## config.mk

```make
export PLATFORM = sky130hd
export DESIGN_NAME = status_register
export DESIGN_NICKNAME = d
export VERILOG_FILES = /design/src/rtl/status_register.sv
export SDC_FILE = /design/constraint.sdc
export NUM_CORES = 1
export LEC_CHECK = 0
export CAP_MARGIN = 15
export CORE_MARGIN = 1.5
export CORE_UTILIZATION = 30
export CTS_BUF_LIST = sky130_fd_sc_hd__clkbuf_8
export CTS_CLUSTER_SIZE = 12
export DETAILED_ROUTE_END_ITERATION = 6
export PLACE_DENSITY = 0.76
export SYNTH_ARGS = -nofsm -noshare
export SYNTH_HDL_FRONTEND = slang
export SYNTH_SLANG_ARGS = --single-unit
```

## constraint.sdc

```tcl
create_clock -name clk -period 1.3 [get_ports clk]
set_clock_uncertainty 0.1 [all_clocks]
set_input_delay 0.325 -clock clk [delete_from_list [all_inputs] [get_ports clk]]
set_output_delay 0.325 -clock clk [all_outputs]
set_load 0.01 [all_outputs]
```

## src/rtl/status_register.sv

```systemverilog
// -----------------------------------------------------------------------------
// status_register
//
// Processor status register (P) for a 6502-style core. Holds the six real
// flags N, V, D, I, Z, C as flops. Bit 5 reads as a constant 1. B is never
// stored: it only appears in push_byte, where brk_push supplies it.
// irq_mask is a separate copy of I that is refreshed only at instruction
// boundaries, which gives CLI/SEI/PLP their one-instruction latency for
// interrupt polling.
//
// Ports
//   clk           rising-edge clock
//   rst           asynchronous active-high reset
//   alu_n/v/z/c   current-cycle ALU flag results
//   update_nz     N and Z capture alu_n and alu_z
//   update_c      C captures alu_c
//   update_v      V captures alu_v
//   bit_op        BIT semantics: N/V from bus_in[7:6], Z from alu_z
//   load_bus      PLP/RTI: load all flags from bus_in
//   bus_in[7:0]   data-bus byte
//   flag_op[2:0]  0 none, 1 CLC, 2 SEC, 3 CLI, 4 SEI, 5 CLV, 6 CLD, 7 SED
//   carry_sel[1:0] ALU carry source: 0 C, 1 zero, 2 one, 3 zero
//   brk_push      B value placed in push_byte
//   instr_done    one-cycle pulse at the instruction boundary
//   carry_to_alu  ALU carry input
//   status_out    {N,V,1,0,D,I,Z,C}
//   push_byte     {N,V,1,brk_push,D,I,Z,C}
//   irq_mask      I as seen by interrupt polling
//   decimal       D flag
// -----------------------------------------------------------------------------
module status_register (
  input  logic       clk,
  input  logic       rst,
  input  logic       alu_n,
  input  logic       alu_v,
  input  logic       alu_z,
  input  logic       alu_c,
  input  logic       update_nz,
  input  logic       update_c,
  input  logic       update_v,
  input  logic       bit_op,
  input  logic       load_bus,
  input  logic [7:0] bus_in,
  input  logic [2:0] flag_op,
  input  logic [1:0] carry_sel,
  input  logic       brk_push,
  input  logic       instr_done,
  output logic       carry_to_alu,
  output logic [7:0] status_out,
  output logic [7:0] push_byte,
  output logic       irq_mask,
  output logic       decimal
);

  localparam logic [2:0] FLAG_NONE = 3'd0;
  localparam logic [2:0] FLAG_CLC  = 3'd1;
  localparam logic [2:0] FLAG_SEC  = 3'd2;
  localparam logic [2:0] FLAG_CLI  = 3'd3;
  localparam logic [2:0] FLAG_SEI  = 3'd4;
  localparam logic [2:0] FLAG_CLV  = 3'd5;
  localparam logic [2:0] FLAG_CLD  = 3'd6;
  localparam logic [2:0] FLAG_SED  = 3'd7;

  logic n_q, v_q, d_q, i_q, z_q, c_q;
  logic n_nxt, v_nxt, d_nxt, i_nxt, z_nxt, c_nxt;
  logic irq_mask_q;

  // Next-state flags. Later assignments override earlier ones, so the order
  // below encodes the per-flag priority: update_* < bit_op < flag_op, with
  // load_bus overriding everything.
  always_comb begin
    n_nxt = n_q;
    v_nxt = v_q;
    d_nxt = d_q;
    i_nxt = i_q;
    z_nxt = z_q;
    c_nxt = c_q;

    if (load_bus) begin
      // bus_in[5:4] are the phantom 1 and B positions; neither is stored.
      n_nxt = bus_in[7];
      v_nxt = bus_in[6];
      d_nxt = bus_in[3];
      i_nxt = bus_in[2];
      z_nxt = bus_in[1];
      c_nxt = bus_in[0];
    end else begin
      if (update_nz) begin
        n_nxt = alu_n;
        z_nxt = alu_z;
      end
      if (update_c) begin
        c_nxt = alu_c;
      end
      if (update_v) begin
        v_nxt = alu_v;
      end

      if (bit_op) begin
        n_nxt = bus_in[7];
        v_nxt = bus_in[6];
        z_nxt = alu_z;
      end

      // Each flag_op touches exactly one flag; the others keep whatever the
      // ALU/BIT paths decided above.
      case (flag_op)
        FLAG_CLC: c_nxt = 1'b0;
        FLAG_SEC: c_nxt = 1'b1;
        FLAG_CLI: i_nxt = 1'b0;
        FLAG_SEI: i_nxt = 1'b1;
        FLAG_CLV: v_nxt = 1'b0;
        FLAG_CLD: d_nxt = 1'b0;
        FLAG_SED: d_nxt = 1'b1;
        FLAG_NONE: ;
        default: ;
      endcase
    end
  end

  always_ff @(posedge clk or posedge rst) begin
    if (rst) begin
      n_q <= 1'b0;
      v_q <= 1'b0;
      d_q <= 1'b0;
      i_q <= 1'b1;
      z_q <= 1'b0;
      c_q <= 1'b0;
    end else begin
      n_q <= n_nxt;
      v_q <= v_nxt;
      d_q <= d_nxt;
      i_q <= i_nxt;
      z_q <= z_nxt;
      c_q <= c_nxt;
    end
  end

  // Sampling i_nxt rather than i_q means an instruction that changes I and
  // ends in the same cycle is already reflected after that edge.
  always_ff @(posedge clk or posedge rst) begin
    if (rst) begin
      irq_mask_q <= 1'b1;
    end else if (instr_done) begin
      irq_mask_q <= i_nxt;
    end
  end

  always_comb begin
    carry_to_alu = 1'b0;
    case (carry_sel)
      2'd0:    carry_to_alu = c_q;
      2'd1:    carry_to_alu = 1'b0;
      2'd2:    carry_to_alu = 1'b1;
      default: carry_to_alu = 1'b0;
    endcase
  end

  assign status_out = {n_q, v_q, 1'b1, 1'b0,     d_q, i_q, z_q, c_q};
  assign push_byte  = {n_q, v_q, 1'b1, brk_push, d_q, i_q, z_q, c_q};
  assign irq_mask   = irq_mask_q;
  assign decimal    = d_q;

endmodule

```

; Word level (Yosys, flattened, before mapping)
; Index checks and enable logic that the tools add are counted.
; Widths: inputs -> output; s select.
[totals]
output_inout_bits = 19
regBits = 7
word_cells = 38
[op_classes]
n_mux = 18
n_reduce_logical = 5
eq_ne = 8
[ops]
columns = operator, n
row1 = $mux 1, 14
row2 = $eq 3x3->1 const B, 4
row3 = $pmux 1 s2, 4
row4 = $reduce_bool 4->1, 2
row5 = $eq 3x2->1 const B, 2
row6 = $reduce_bool 3->1, 2
row7 = $eq 3x1->1 const B, 1
row8 = $eq 2x2->1 const B, 1
row9 = $logic_not 2->1, 1

; Logic depth before layout (Yosys ltp)
; Gate-level depths: netlist (run 1).
[depth]
depth_word = 4
ltp_mapped = 4

; Worst setup path after synthesis (run 1)
; No wires, ideal clock.
[synth_timing]
path_kind = reg2reg
start = register i_q
end = register irq_mask_q, in the netlist irq_mask
path_slack_ns = 0.185
required_time_ns = 1.109
path_buffers = 0
arrival_time_ns = 0.924
period_less_slack_ns = 1.115
stages_incl_launch_ff = 4
setup_ns = 0.091
cell_sequence = dfstp_2 > o21bai_2 > a221oi_2 > o22ai_1
[synth_via]
elab_chain_cells = 2
[synth_rtl]
columns = element, line_no
row1 = from (decl), 64  ; logic n_q, v_q, d_q, i_q, z_q, c_q;
row2 = from (signal assigned), 133  ; i_q <= i_nxt;
row3 = $pmux 1 s2, 107  ; case (flag_op)
row4 = $mux 1, 79  ; if (load_bus) begin
row5 = to (signal assigned), 145  ; irq_mask_q <= i_nxt;
row6 = to (decl), 66  ; logic irq_mask_q;
; No other way between the ends.
; A chain may end at the register's enable or synchronous reset.

; Worst setup path after layout (run 1)
[layout_timing]
start = register c_q
end = output carry_to_alu
[layout_via]
elab_chain_cells = 1
[layout_rtl]
columns = element, line_no
row1 = from (decl), 64
row2 = from (signal assigned), 135  ; c_q <= c_nxt;
row3 = $pmux 1 s2, 151  ; case (carry_sel)
row4 = to (decl), 48  ; output logic carry_to_alu,
; No other way between the ends.

==> results of run 1 <==
-- synthesized netlist by cell type (all sizes together) --
cell type,number
a21oi,3
conb,2
nor4b,1
dfstp,2
nand3b,1
inv,4
nand2,5
a221oi,1
buf,17
dfrtp,5
a22oi,1
mux2,1
o22ai,1
o21ai,7
o21bai,1
mux2i,4
nand2b,1
nor2,6
-- final timing paths --
kind / startpoint / to / slack [ns] / cells past startpoint
hold / removal: rst / z_q / 0.23 / 2
hold reg to reg: irq_mask / irq_mask / 0.39 / 2
min in group clk: irq_mask / irq_mask / 0.39 / 2
max in group asynchronous: rst / i_q / 0.60 / 2
setup reg to reg: i_q / irq_mask / 0.04 / 4
setup / recovery: c_q / carry_to_alu / -0.02 / 3
-- area by class of cell --
class,count,share of cell area
Clock buffer,3,0.0456
Clock inverter,1,0.00414
Inverter,4,0.0166
Multi-Input combinational cell,36,0.265
Sequential cell,7,0.196
Tap cell,17,0.0235
Timing Repair Buffer,46,0.449
-- worst max-delay path: cells and delay by family, from the launching register on --
| kind | cells | cell delay [ns] |
|---|---|---|
| buf+inv | 1 | 0.13 |
| flops | 1 | 0.40 |
| simple gates | 2 | 0.14 |
-- report_power, final --
group          switching (mW)  internal (mW)
clock network          0.0915          0.204
logic                   0.106          0.159
registers              0.0188          0.246
-- repair_timing --
action                     CTS  global route
gates resized for setup     46            18
pin swaps                    3             7
buffers inserted             0             1
hold buffers                 0             0
setup endpoints to repair   18            17
-- registers in the layout, indices dropped and copies added (netlist names) --
name,flops
i_q,1
irq_mask,1
decimal,1
n_q,1
c_q,1
z_q,1
v_q,1
-- cell families after synthesis --
logic type / share of synthesized area
and+or+nand+nor: 0.120
buffers and inverters: 0.264
muxes: 0.0967
AOI/OAI and AO/OA: 0.170
other: 0.0142
DFF: 0.335
-- per-layer routing --
layer	up-vias	track usage	share of wire
met2	24	0.223	0.53
li1	257	-	-
met4	0	0.0353	0
met5	-	0	0
met1	229	0.134	0.40
met3	0	0.0600	0.078
-- per-stage QoR --
stage | hold WS, ns | std cells | TNS [ns]
after CTS | 0.245 | 113 | -0.163
after global routing | 0.257 | 114 | -0.202
final | 0.235 | 114 | -0.0258
after floorplan | 0.0269 | 64 | 0
after detailed placement | 0.384 | 109 | -3.04
after global placement | 0.374 | 109 | -2.59
==> run metrics, run 1 <==
status complete, but fails checks; failing checks negative setup slack; leakage power 0.462 nW; Max Cap Viol 0; Post-route DRC 0; height of the die 45.1 um; Filler Cells Inserted 163; Tmin final 1.32 ns; Initial Util 0.314; Die Span X 45.1 um; CTS tree built; commonest non-fill, non-tap cell in the layout clkdlybuf4s50_1; CTS sink cnt 7; Core Rows 15; initial antenna violation count 0; # setup viols final 3; Slowest cell on crit path dfrtp_1; Slew Limit Fails 0; Seq/Total Area, Yosys 0.335; layout cell share with drive strength beyond 1 0.320; Root Buffer clkbuf_8; top cell type by total area after synthesis dfrtp_1; IO buf count 37; Synth Instances 63; total number of vias 510; Antenna Cells 0; drt total wl 1270 um; Num CTS Buffers 3; Starting DRT DRC Count 4; RSZ-0062 raised after global routing yes; crit path DAT 0.90 ns; Area after DPL 861 um^2; final core utilization 0.536; # nets final 124; crit end category primary output; drt first pass iters 4; Cell Area, Synth 531 um^2; Antenna Nets Post-Route 0; maximum vdd drop 680 uV; GRT overflow 0; drt wl/cell 11.2 um; crit path max fanout 4; crit-path cells nor2_1 -> nor2_1 -> buf_2; critical path's largest stage delay 0.40 ns; multi-input logic area 240 um^2; synth top area cells dfrtp_1, buf_4, dfstp_2, mux2i_1, o21ai_0; most frequent cells in the layout clkdlybuf4s50_1, buf_4, clkbuf_2; Clk pin slew, worst setup/hold paths 0.04 ns; Ports 45; hpwl dp 1070 um; Clock Path Buffers 2; post-place setup slack -0.566 ns; Unique masters post-synth 19; pwr dens 912 nW/um^2; Final Hold Viols 0; cell mode on critical path nor2_1; Hold/Removal Path Class input pin to asynchronous set/reset pin; largest net degree at the start of global routing 8; FF/Latch Area 178 um^2; full die area 2030 um^2; Tot GR Track Use 0.127; CP Launch Type register; Total Power Consumption 0.826 mW; routability cong. 0.679; first-pass GRT wire length 1770 um; crit share post-route 1.02; Synth Register Bits 7; Peak Freq 0.757 GHz; final instance area 906 um^2; yosys warns 0; Vias per Instance 4.47; worst skew pair latency 0.22 ns; # H-tree levels 1; Syn Area/Cell 8.42 um^2; Area Growth Syn to Fin 70.8%; Yosys top cell area share 0.236; vias in the first global route 417; Critical Path RT 0.88 ns; core area 1690 um^2; WS Path Type register to primary output; setup ws final -0.0207 ns
Power figures use the tool's default switching activity.
==> run 2: changes to the inputs <==
--- a/config.mk
+++ b/config.mk
@@ -5,13 +5,14 @@
 export SDC_FILE = /design/constraint.sdc
 export NUM_CORES = 1
 export LEC_CHECK = 0
+export ABC_AREA = 1
 export CAP_MARGIN = 15
 export CORE_MARGIN = 1.5
 export CORE_UTILIZATION = 30
 export CTS_BUF_LIST = sky130_fd_sc_hd__clkbuf_8
 export CTS_CLUSTER_SIZE = 12
 export DETAILED_ROUTE_END_ITERATION = 6
-export PLACE_DENSITY = 0.76
+export PLACE_DENSITY = 0.75
 export SYNTH_ARGS = -nofsm -noshare
 export SYNTH_HDL_FRONTEND = slang
 export SYNTH_SLANG_ARGS = --single-unit
==> run 2 against run 1 <==
Effect of this change:
- the flow still finishes with violations (negative setup slack)
- utilization shrank 1.5 points
- register-to-register slack improved by 0.18 ns
- sequential share of layout area up 0.11 points
- via count grew 9.6%
- critical path depth stayed put
- routed wire length is 1.7% lower
- final cell count rose by 21%
- cell area fell by 0.55%
- flip-flop and latch count unchanged
- non-clock buffer count unchanged
- worst setup slack improved by 0.0084 ns
- critical path type unchanged
- highest routed layer is now met4
==> run metrics, run 2 <==
Tot GR Track Use 0.134; Peak Freq 0.762 GHz; Area after DPL 867 um^2; first-pass GRT wire length 1900 um; metal2 WL 603 um; Hold/Removal Path Class input pin to asynchronous set/reset pin; yosys warns 0; height of the die 46.0 um; routability cong. 0.787; pwr dens 897 nW/um^2; post-place setup slack -0.581 ns; critical path's largest stage delay 0.39 ns; Initial Util 0.322; Antenna Nets Post-Route 0; status complete, but fails checks; met3 wire len 128 um; Max Cap Viol 0; Clk pin slew, worst setup/hold paths 0.04 ns; max layer used met4; final instance area 901 um^2; worst-case reg-to-reg path depth 6; worst r2r dst irq_mask; ys async rst share 1.00; GRT overflow 0; Root Buffer clkbuf_8; cell mode on critical path nor2_1; # setup viols final 1; Antenna Cells 0; Num CTS Buffers 3; leakage power 0.499 nW; Unique masters post-synth 19; most common cell in the synthesized netlist nand2_1; # H-tree levels 1; drt wl/cell 9.06 um; largest net degree at the start of global routing 10; setup TNS -0.0123 ns; Starting DRT DRC Count 8; ys flop type dfrtp_1; initial antenna violation count 0; worst skew pair latency 0.22 ns; crit path max fanout 4; crit-path cells nor2_1 -> nor2_1 -> buf_2; RSZ-0062 raised after global routing yes; Slew Limit Fails 0; hold_buf cts 0; Synth top cells by count nand2_1, buf_4, inv_1; drt first pass iters 4; Seq/Total Area, Yosys 0.320; total number of vias 559; R2R Path Start i_q; Synth Instances 79; Syn Area/Cell 7.03 um^2; crit path DAT 0.89 ns; WS Path Type register to primary output; Tmin final 1.31 ns; commonest non-fill, non-tap cell in the layout nand2_1; core area 1730 um^2; IO buf count 37; full die area 2120 um^2; failing checks negative setup slack; layout cell share with drive strength beyond 1 0.283; Ports 45; vias in the first global route 447; hpwl dp 1030 um; most frequent cells in the layout nand2_1, clkdlybuf4s50_1, inv_1; M1 wire length 485 um; top cell type by total area after synthesis dfrtp_1; setup ws final -0.0123 ns; Cell Area, Synth 556 um^2; Synth Register Bits 7; synth top area cells dfrtp_1, buf_4, nand2_1, dfstp_2, inv_1; Slowest cell on crit path dfrtp_1; Final Hold Viols 0; Vias per Instance 4.05; CP Launch Type register; maximum vdd drop 427 uV; Critical Path RT 0.88 ns; CTS tree built; # nets final 140; CTS sink cnt 7; R2R setup slack 0.22 ns; final core utilization 0.522; Yosys top cell area share 0.225; Die Span X 46.0 um; Hold WS 0.232 ns; Clock Path Buffers 2; Area Growth Syn to Fin 62.2%; crit end category primary output; crit share post-route 1.01; drt total wl 1250 um; EDFF count, synth 0; Core Rows 15; Post-route DRC 0
## run 2: cell types whose count changed after synthesis, sizes merged, moves of 2 or more
cell   change
o21ai      -4
mux2i      -4
a31oi      +2
inv        +7
nand2     +14
nand3      +7
a21oi      -3
## run 2: kinds of logic after synthesis
kind of cell,synth area share
compound gates,0.0878
buf+inv,0.311
flops,0.320
other cells,0.0135
simple gates,0.268
## run 2: worst max path at each step
stage | start | to | slack (ns)
final | c_q | carry_to_alu | -0.01
after CTS | c_q | carry_to_alu | -0.03
after global placement | carry_sel[1] | carry_to_alu | -0.56
after global routing | c_q | carry_to_alu | -0.06
after floorplan | i_q | push_byte[2] | 0.25
after detailed placement | carry_sel[1] | carry_to_alu | -0.58
## run 2: per-stage QoR
step	total power [mW]	instances
after floorplan	0.419	80
after global placement	0.545	130
after detailed placement	0.550	130
after CTS	0.811	134
after global routing	0.864	138
final	0.808	138
## run 2: where the power goes
group	total (mW)	leakage (nW)	internal (mW)	switching, mW
logic	0.255	0.392	0.145	0.109
registers	0.265	0.0801	0.247	0.0183
clock network	0.288	0.0269	0.203	0.0846
## run 2: routing by layer
metal | GRT usage | up-vias
li1 | - | 294
met1 | 0.157 | 235
met2 | 0.203 | 28
met3 | 0.0278 | 2
met4 | 0.120 | 0
met5 | 0 | -
## run 2: critical path, delay by kind of cell, from the launching register on
kind                   cells  cell delay (ns)
flip-flops                 1             0.39
buffers and inverters      1             0.13
AND/OR/NAND/NOR            2             0.15
## run 2: cell type report
class | count | area (um^2)
Sequential cell | 7 | 178
Tap cell | 25 | 31.3
Clock inverter | 1 | 3.75
Timing Repair Buffer | 46 | 392
Inverter | 11 | 41.3
Multi-Input combinational cell | 45 | 214
Clock buffer | 3 | 41.3
Fill cell | 177 | 826
## run 2: timing repair
| item | in CTS | in global routing |
|---|---|---|
| pin swaps | 1 | 3 |
| resized for setup | 45 | 17 |
| setup buffers | 0 | 4 |
| endpoints found under the setup margin | 15 | 16 |
| gates cloned | 0 | 0 |
==> run 3: changes to the inputs <==
--- a/config.mk
+++ b/config.mk
@@ -10,7 +10,7 @@
 export CORE_MARGIN = 1.5
 export CORE_UTILIZATION = 30
 export CTS_BUF_LIST = sky130_fd_sc_hd__clkbuf_8
-export CTS_CLUSTER_SIZE = 12
+export CTS_CLUSTER_SIZE = 24
 export DETAILED_ROUTE_END_ITERATION = 6
 export PLACE_DENSITY = 0.75
 export SYNTH_ARGS = -nofsm -noshare
==> results of run 3 <==
No change in the layout: final DEF, timing and power equal those of run 2.
==> edit: new RTL, config.mk and constraints of run 1 <==
Add an input register stage for `alu_n`; this delays it by one clock. The other inputs are not delayed to match. Comments in the files are not updated.
--- a/src/rtl/status_register.sv
+++ b/src/rtl/status_register.sv
@@ -61,6 +61,12 @@
   localparam logic [2:0] FLAG_CLD  = 3'd6;
   localparam logic [2:0] FLAG_SED  = 3'd7;
 
+  logic alu_n_q;
+
+  always_ff @(posedge clk) begin
+    alu_n_q <= alu_n;
+  end
+
   logic n_q, v_q, d_q, i_q, z_q, c_q;
   logic n_nxt, v_nxt, d_nxt, i_nxt, z_nxt, c_nxt;
   logic irq_mask_q;
@@ -86,7 +92,7 @@
       c_nxt = bus_in[0];
     end else begin
       if (update_nz) begin
-        n_nxt = alu_n;
+        n_nxt = alu_n_q;
         z_nxt = alu_z;
       end
       if (update_c) begin
Function: changed (Yosys sat finds a counterexample within 4 cycles, from zero or initial values and one cycle with rst high).
==> edit against run 1 <==
The run still ends with negative setup slack left; cell count rose by 7.0%; design area rose by 0.83%; utilization fell by 0.73 points; first-iteration DRC count fell by 75%; synthesized area rose by 3.8%; largest cell class unchanged; power rose by 4.0%; via count rose by 0.98%; sequential power rose by 12%; largest power group unchanged; setup slack improved by 13 ps; sequential cell count rose by 1; die area rose by 3.5%; wire length fell by 5.3%; critical path depth did not move.
==> edit: results <==
{
  "fill_cells": 180,
  "synthArstFlopShare_pct": 87.5,
  "synth.yosys.seq_area_share_pct": 35.9,
  "drtPass1Iterations": 2,
  "setup_slack_ps": -7.37,
  "grt_antenna_before_repair": 0,
  "fin_area_um2": 913,
  "status": "finished, violations left",
  "cts_buffers": 3,
  "p_leak_uw": 0.000464,
  "placedInstanceArea_um2": 876,
  "cp.arrival_ps": 880,
  "gp_congestion": 0.663,
  "setup_viol": 3,
  "synth_area_leaders": "dfrtp_1 23%, buf_4 22%, dfstp_2 9.5%",
  "pre_cts_ws_ps": -544,
  "grtUsageTotal_pct": 12.0,
  "ys_types": 20,
  "tns_ps": -15.7,
  "drtIter0Drc": 1,
  "drive_gt1_share_pct": 35.1,
  "power_density_nw_per_um2": 941,
  "wirelength_um": 1210,
  "violations": "negative setup slack",
  "grt_pass1_vias": 453,
  "grt_pass1_wl_um": 1730,
  "vdd.ir_drop.worst_mv": 0.641,
  "dp_hpwl_um": 956,
  "vias_per_cell": 4.22,
  "nets": 124,
  "r2r-start": "i_q",
  "grt_max_degree": 8
}
## edit: changes by cell type after synthesis, sizes merged
cell	before	now
dfxtp	0	1
## edit: cell families after synthesis
family / synth area share [%]
compound gates: 16.4
buf+inv: 25.5
flops: 35.9
mux: 9.32
other cells: 1.36
simple gates: 11.6
## edit: layout make-up
type	count	area [um^2]	share of cell area [%]
inverter	4	15.0	1.64
timing repair buffer	45	384	42.1
clock buffer	3	41.3	4.52
clock inverter	1	3.75	0.411
multi-input combinational	36	240	26.3
tap	25	31.3	3.42
sequential	8	198	21.6
## edit: routing by layer
metal,vias to the layer above,wire length [um],GRT usage (%)
met5,-,0,0
met4,0,10,4.00
met3,3,142,7.14
met2,31,608,21.1
met1,223,443,11.6
li1,258,-,-
## edit: through the flow
step / hold WS, ps / instances / power, uW
2_1_floorplan: 26.9 / 65 / 443
3_3_place_gp: 375 / 116 / 568
3_5_place_dp: 383 / 116 / 573
4_1_cts: 233 / 121 / 866
5_1_grt: 246 / 122 / 926
6_report: 228 / 122 / 859
## edit: worst max-delay path by stage
stage / end / slack [ps]
floorplan: irq_mask / 190
global placement: carry_to_alu / -540
detailed placement: carry_to_alu / -540
CTS: carry_to_alu / -40
global route: carry_to_alu / -50
finish: carry_to_alu / -7
## edit: repair_timing
item | in CTS | in global routing
buffers inserted | 1 | 1
resized for setup | 51 | 20
endpoints found under the setup margin | 17 | 18
pin swaps | 2 | 7
## edit: power by group
part	switching, uW	leakage [uW]	internal (uW)	total, uW
logic	104	0.000348	152	256
registers	18.1	0.0000887	279	297
clock network	101	0.0000269	205	306
total	224	0.000464	635	859
